==> src/rtl/ip_sequencer_pkg.sv <==
// Shared definitions for the instruction-pointer sequencer: GPR width and 3-bit state codes.
package ip_sequencer_pkg;

  localparam int GR_SIZE = 16;

  localparam logic [2:0] IP_SEQ_BOOT   = 3'd0;
  localparam logic [2:0] IP_SEQ_IDLE   = 3'd1;
  localparam logic [2:0] IP_SEQ_FETCH  = 3'd2;
  localparam logic [2:0] IP_SEQ_EXEC   = 3'd3;
  localparam logic [2:0] IP_SEQ_UPDATE = 3'd4;
  localparam logic [2:0] IP_SEQ_HALT   = 3'd5;

  typedef enum logic [2:0] {
    ST_BOOT   = IP_SEQ_BOOT,
    ST_IDLE   = IP_SEQ_IDLE,
    ST_FETCH  = IP_SEQ_FETCH,
    ST_EXEC   = IP_SEQ_EXEC,
    ST_UPDATE = IP_SEQ_UPDATE,
    ST_HALT   = IP_SEQ_HALT
  } seq_state_e;

endpackage

==> src/rtl/ip_adjust_select.sv <==
// Priority mux for the next IP adjustment: trap > branch > sequential length.
// With FFR_IP_TRAP_EN defined it also exposes the trap return address.
module ip_adjust_select
  import ip_sequencer_pkg::*;
#(
  parameter int              IP_W        = GR_SIZE,
  parameter int              LEN_W       = 3,
  parameter logic [IP_W-1:0] TRAP_VECTOR = IP_W'(16'h0010)
) (
  input  logic [IP_W-1:0]  i_ip,
  input  logic [LEN_W-1:0] i_len,
  input  logic             i_branch,
  input  logic [IP_W-1:0]  i_offset,
  input  logic             i_trap,
`ifdef FFR_IP_TRAP_EN
  output logic [IP_W-1:0]  o_ret_addr,
`endif
  output logic [IP_W-1:0]  o_adjust
);

  logic [LEN_W-1:0] w_len_eff;
  logic [IP_W-1:0]  w_len_ext;

  // A zero length would leave the IP stuck, so it is promoted to one.
  always_comb begin
    if (i_len == {LEN_W{1'b0}}) begin
      w_len_eff = {{(LEN_W-1){1'b0}}, 1'b1};
    end else begin
      w_len_eff = i_len;
    end
    w_len_ext = {{(IP_W-LEN_W){1'b0}}, w_len_eff};
  end

  // Trap redirect is expressed as a delta so the IP register only ever adds.
  always_comb begin
    if (i_trap) begin
      o_adjust = TRAP_VECTOR - i_ip;
    end else if (i_branch) begin
      o_adjust = i_offset;
    end else begin
      o_adjust = w_len_ext;
    end
  end

`ifdef FFR_IP_TRAP_EN
  assign o_ret_addr = i_ip + w_len_ext;
`endif

endmodule

==> src/rtl/ip_sequencer.sv <==
// Fetch/execute/IP-update sequencer driving the InstructionPointer register.
// Optional trap redirect path is enabled by defining FFR_IP_TRAP_EN.
module ip_sequencer
  import ip_sequencer_pkg::*;
#(
  parameter int              IP_W        = GR_SIZE,
  parameter int              LEN_W       = 3,
  parameter logic [IP_W-1:0] TRAP_VECTOR = IP_W'(16'h0010)
) (
  input  logic             clk,
  input  logic             resetN,
  input  logic [IP_W-1:0]  ipIn,
  output logic [IP_W-1:0]  ipAdjust,
  output logic             ipUpdateEnable,
  output logic             ipResetEnable,
  input  logic             run,
  output logic             fetchReq,
  input  logic             fetchAck,
  output logic             execStart,
  input  logic             execDone,
  input  logic [LEN_W-1:0] instrLen,
  input  logic             branchTaken,
  input  logic [IP_W-1:0]  branchOffset,
  input  logic             haltReq,
  input  logic             resume,
`ifdef FFR_IP_TRAP_EN
  input  logic             trapReq,
  output logic             trapAck,
  output logic [IP_W-1:0]  epc,
`endif
  output logic             halted
);

  seq_state_e      r_state;
  logic [IP_W-1:0] r_adjust;
  logic            r_upd_en;
  logic            r_rst_en;
  logic            r_fetch_req;
  logic            r_exec_start;
  logic            r_halted;

  seq_state_e      w_state_nxt;
  logic [IP_W-1:0] w_adjust_nxt;
  logic            w_upd_en_nxt;
  logic            w_rst_en_nxt;
  logic            w_fetch_req_nxt;
  logic            w_exec_start_nxt;
  logic            w_halted_nxt;
  logic [IP_W-1:0] w_sel_adjust;
  logic            w_trap;

`ifdef FFR_IP_TRAP_EN
  logic            r_trap_ack;
  logic [IP_W-1:0] r_epc;
  logic            w_trap_ack_nxt;
  logic [IP_W-1:0] w_ret_addr;

  assign w_trap  = trapReq;
  assign trapAck = r_trap_ack;
  assign epc     = r_epc;
`else
  assign w_trap  = 1'b0;
`endif

  ip_adjust_select #(
    .IP_W        (IP_W),
    .LEN_W       (LEN_W),
    .TRAP_VECTOR (TRAP_VECTOR)
  ) u_adjust_select (
    .i_ip       (ipIn),
    .i_len      (instrLen),
    .i_branch   (branchTaken),
    .i_offset   (branchOffset),
    .i_trap     (w_trap),
`ifdef FFR_IP_TRAP_EN
    .o_ret_addr (w_ret_addr),
`endif
    .o_adjust   (w_sel_adjust)
  );

  // Next-state and next-output decode; halt outranks any IP update.
  always_comb begin
    w_state_nxt      = r_state;
    w_adjust_nxt     = r_adjust;
    w_upd_en_nxt     = 1'b0;
    w_rst_en_nxt     = 1'b0;
    w_fetch_req_nxt  = 1'b0;
    w_exec_start_nxt = 1'b0;
    w_halted_nxt     = 1'b0;
`ifdef FFR_IP_TRAP_EN
    w_trap_ack_nxt   = 1'b0;
`endif
    case (r_state)
      ST_BOOT: begin
        w_rst_en_nxt = 1'b1;
        w_state_nxt  = ST_IDLE;
      end
      ST_IDLE: begin
        if (run) begin
          w_fetch_req_nxt = 1'b1;
          w_state_nxt     = ST_FETCH;
        end else begin
          w_state_nxt     = ST_IDLE;
        end
      end
      ST_FETCH: begin
        if (fetchAck) begin
          w_exec_start_nxt = 1'b1;
          w_state_nxt      = ST_EXEC;
        end else begin
          w_fetch_req_nxt  = 1'b1;
        end
      end
      ST_EXEC: begin
        if (!execDone) begin
          w_state_nxt = ST_EXEC;
        end else if (haltReq) begin
          w_halted_nxt = 1'b1;
          w_state_nxt  = ST_HALT;
        end else begin
          w_adjust_nxt = w_sel_adjust;
          w_upd_en_nxt = 1'b1;
          w_state_nxt  = ST_UPDATE;
`ifdef FFR_IP_TRAP_EN
          w_trap_ack_nxt = trapReq;
`endif
        end
      end
      ST_UPDATE: begin
        w_state_nxt = ST_IDLE;
      end
      ST_HALT: begin
        if (resume) begin
          w_state_nxt  = ST_IDLE;
        end else begin
          w_halted_nxt = 1'b1;
        end
      end
      default: begin
        w_state_nxt = ST_BOOT;
      end
    endcase
  end

  // State and registered outputs; reset drops any outstanding fetch at once.
  always_ff @(posedge clk or negedge resetN) begin
    if (!resetN) begin
      r_state      <= ST_BOOT;
      r_adjust     <= {IP_W{1'b0}};
      r_upd_en     <= 1'b0;
      r_rst_en     <= 1'b0;
      r_fetch_req  <= 1'b0;
      r_exec_start <= 1'b0;
      r_halted     <= 1'b0;
`ifdef FFR_IP_TRAP_EN
      r_trap_ack   <= 1'b0;
      r_epc        <= {IP_W{1'b0}};
`endif
    end else begin
      r_state      <= w_state_nxt;
      r_adjust     <= w_adjust_nxt;
      r_upd_en     <= w_upd_en_nxt;
      r_rst_en     <= w_rst_en_nxt;
      r_fetch_req  <= w_fetch_req_nxt;
      r_exec_start <= w_exec_start_nxt;
      r_halted     <= w_halted_nxt;
`ifdef FFR_IP_TRAP_EN
      r_trap_ack   <= w_trap_ack_nxt;
      if (w_trap_ack_nxt) begin
        r_epc <= w_ret_addr;
      end else begin
        r_epc <= r_epc;
      end
`endif
    end
  end

  assign ipAdjust       = r_adjust;
  assign ipUpdateEnable = r_upd_en;
  assign ipResetEnable  = r_rst_en;
  assign fetchReq       = r_fetch_req;
  assign execStart      = r_exec_start;
  assign halted         = r_halted;

endmodule

==> config.mk <==
export PLATFORM = sky130hd
export DESIGN_NAME = ip_sequencer
export DESIGN_NICKNAME = d
export VERILOG_FILES = /design/src/rtl/ip_sequencer_pkg.sv /design/src/rtl/ip_adjust_select.sv /design/src/rtl/ip_sequencer.sv
export SDC_FILE = /design/constraint.sdc
export NUM_CORES = 1
export LEC_CHECK = 0
export CAP_MARGIN = 20
export CORE_UTILIZATION = 47
export CTS_BUF_LIST = sky130_fd_sc_hd__clkbuf_8
export DETAILED_ROUTE_END_ITERATION = 12
export GPL_ROUTABILITY_DRIVEN = 0
export PLACE_DENSITY = 0.87
export SYNTH_ARGS = -nofsm -noshare
export SYNTH_HDL_FRONTEND = slang
export SYNTH_HIERARCHICAL = 1
export SYNTH_SLANG_ARGS = --single-unit
==> constraint.sdc <==
create_clock -name clk -period 2.3 [get_ports clk]
set_input_delay 0.69 -clock clk [delete_from_list [all_inputs] [get_ports clk]]
set_output_delay 0.69 -clock clk [all_outputs]
set_load 0.05 [all_outputs]
==> results.toml <==
[clock_tree]
cts_max_path_buffers = 2
postCtsResizedCells = 0
post_cts_setup_inserts = 0
cts_tree = "done"
h-tree-depth = 1
path_clk_slew_ns = 0.09
tritoncts.num_buffers = 3
cts-hold-fix-buffers = 0
cts.root.buffer_cell = "clkbuf_8"
clock-sinks = 24
clk_latency_ns = 0.27

[route]
router_iterations_before_antenna_repair = 4
viasPerCell = 5.34
postRouteAntennaNets = 0
routedWlPerCell_um = 16.1
dr_total_vias = 1302
detail_route.iter0.violations = 31
drc = 0
wirelength_mm = 3.93

[synth]
flip_flop_and_latch_count_after_synthesis = 24
syn_inst = 136
synth.most_common_cell = "dfrtp_1"
netlist.area_leader.share_pct = 39.7
synth_warnings = 6
synth.largest_area_cell = "dfrtp_1"
seq_area_frac_synth_pct = 39.7
syn_area_per_cell_um2 = 11.1
synth_ff_type = "dfrtp_1"
cell_area_after_technology_mapping_um2 = 1510
synth-edff-count = 0
synth_commonest_cells = "dfrtp_1 (24), a22o_1 (10), nand2_1 (10)"
library_cells_used_by_synthesis = 40
top_area_cells_in_the_synthesized_netlist = "dfrtp_1 (40%), mux2_4 (8.9%), a22o_1 (5.8%), mux2_2 (5.2%), xnor2_1 (4.1%)"
synth_async_sr_flop_share_pct = 100

[layout]
nFillCells = 237
final_cell_area_excluding_filler_cells_um2 = 2240
drive_gt1_share_pct = 15.5
final_cells = 244
final_nets = 246
post-route-util_pct = 73.3
diodes = 0
area_growth_pct = 48.0

[power]
power_switching_share_pct = 43.3
post_layout_power_mw = 2.50
power.switching_mw = 1.08
power_report.internal_total_mw = 1.42
combPwrFrac_pct = 55.4
clock_power_share_pct = 15.1
sequentialPowerShare_pct = 29.6
vdd_drop_max_mv = 0.597
power_leakage_nw = 0.931
power.density_nw_per_um2 = 1120

[min_path]
timing.hold.worst.class = "flip-flop to flip-flop"

[floorplan]
io_pins = 64
dieArea_um2 = 3450
initial_utilization_pct = 49.5
dieWidth_um = 58.7
placement_rows = 20
fp.coreArea_um2 = 3050
die_h_um = 58.7

[global_route]
maximum_number_of_pins_on_one_net_before_global_route_repair = 25
first_global_vias = 1337
grt_first_pass_wirelength_mm = 6.22
grt_util_all_layers_pct = 24.1
grt_antenna_before_repair = 0
globalRouteOverflowTotal = 0

[timing]
max-slew-margin-rel_pct = 49.6
fin_setup_tns_ns = 0
max_slew.worst_pin.slew_ns = 0.755
timing_max_transition_violations_final = 0
post-route-period-util_pct = 93.7
layout_min_cycle_time_ns = 2.15
finalHoldViolCount = 0
clock_skew_ns = 0.00393
rsz_0062_raised_after_global_routing = "false"
final-setup-viol-count = 0
achievable-frequency_mhz = 464

[critical_path]
worst-setup-path-type = "flip-flop to primary output"
ff2ff_setup_slack_ns = 0.71
worstSetupEndpointType = "primary output"
crit_buf_inv = 1
worst_ep_arrival_time_ns = 1.46
delay_contributed_by_the_slowest_stage_of_the_critical_path_ns = 0.82
timing.critical_path.required_ns = 1.61
timing.critical_path.fanout_max = 2
timing.critical_path.slowest_stage_cell = "clkdlybuf4s50_1"
critical-path-top-delay-family = "buffers and inverters"
crit_path_start_kind = "flip-flop"
cp_cell_sequence = "clkdlybuf4s50_1"

[outcome]
outcome = "completed"

[placement]
buffer_ports.inserted = 63
detailed_place.area_um2 = 2170
detailed_placement_wirelength_estimate_mm = 2.95
post-place-cells = 240

[run]
drv.max_cap_violation_count = 0
==> registers in the layout, summed over array words and instances (netlist names) <==
name / cells
ipUpdateEnable: 1
halted: 1
fetchReq: 1
r_state: 3
ipAdjust: 16
execStart: 1
ipResetEnable: 1
==> path summary, 6_finish.rpt <==
kind | start | to | depth (start not counted)
max | ipAdjust[5] | ipAdjust[5] | 1
min reg2reg | ipAdjust[1] | ipAdjust[1] | 1
max in group asynchronous | resetN | ipAdjust[4] | 2
min in group asynchronous | resetN | ipUpdateEnable | 2
min | ipAdjust[1] | ipAdjust[1] | 1
max reg2reg | r_state[2] | ipAdjust[11] | 4
==> final cells by class <==
cell class	instances	area, um^2	share of cell area [%]
Clock buffer	3	41.3	1.85
Clock inverter	1	30.0	1.34
Inverter	3	11.3	0.503
Multi-Input combinational cell	102	838	37.5
Sequential cell	24	601	26.8
Tap cell	44	55.1	2.46
Timing Repair Buffer	67	661	29.5
==> cell families (layout without fill, tap and decap cells) <==
logic type	after synthesis	count (layout)	synth area share, %
AND/OR/NAND/NOR	33	33	13.2
adder cells (fa/ha/maj)	2	2	1.66
multiplexers	20	20	16.8
flip-flops	24	24	39.7
AO/OA/AOI/OAI	31	31	15.6
other	1	3	0.248
XOR/XNOR	13	13	7.53
buffers and inverters	12	74	5.30
==> layer usage <==
layer	part of all wire [%]	global-route usage (%)	wire, um	up-vias
met1	42	28.8	1650	623
li1	-	-	-	621
met2	51	43.0	2010	50
met5	0	0	0	-
met3	5.2	4.40	203	8
met4	1.7	9.52	68	0
==> through the flow <==
step,setup slack [ns],hold WS (ns)
2_1_floorplan,0.512,0.394
3_3_place_gp,0.0906,0.498
3_5_place_dp,0.0367,0.495
4_1_cts,0.146,0.521
5_1_grt,0.109,0.532
6_report,0.146,0.519
==> power groups by stage <==
stage	clock network (mW)	logic, mW	registers (mW)
final	0.376	1.38	0.739
after global routing	0.398	1.44	0.760
after CTS	0.380	1.39	0.741
after detailed placement	0	1.38	0.746
after global placement	0	1.36	0.736
after floorplan	0	0.397	1.27
==> placed cells by master (no fill, tap or decap), drive strengths merged, types with 4 or more instances in the layout <==
master         netlist  layout
clkdlybuf4s50        0      63
dfrtp               24      24
mux2                16      16
nand2               10      10
a22o                10      10
xnor2                7       7
a21oi                6       6
xor2                 6       6
buf                  4       4
mux2i                4       4
o21ai                4       4
Note: power is estimated with default switching activity, not from simulation.
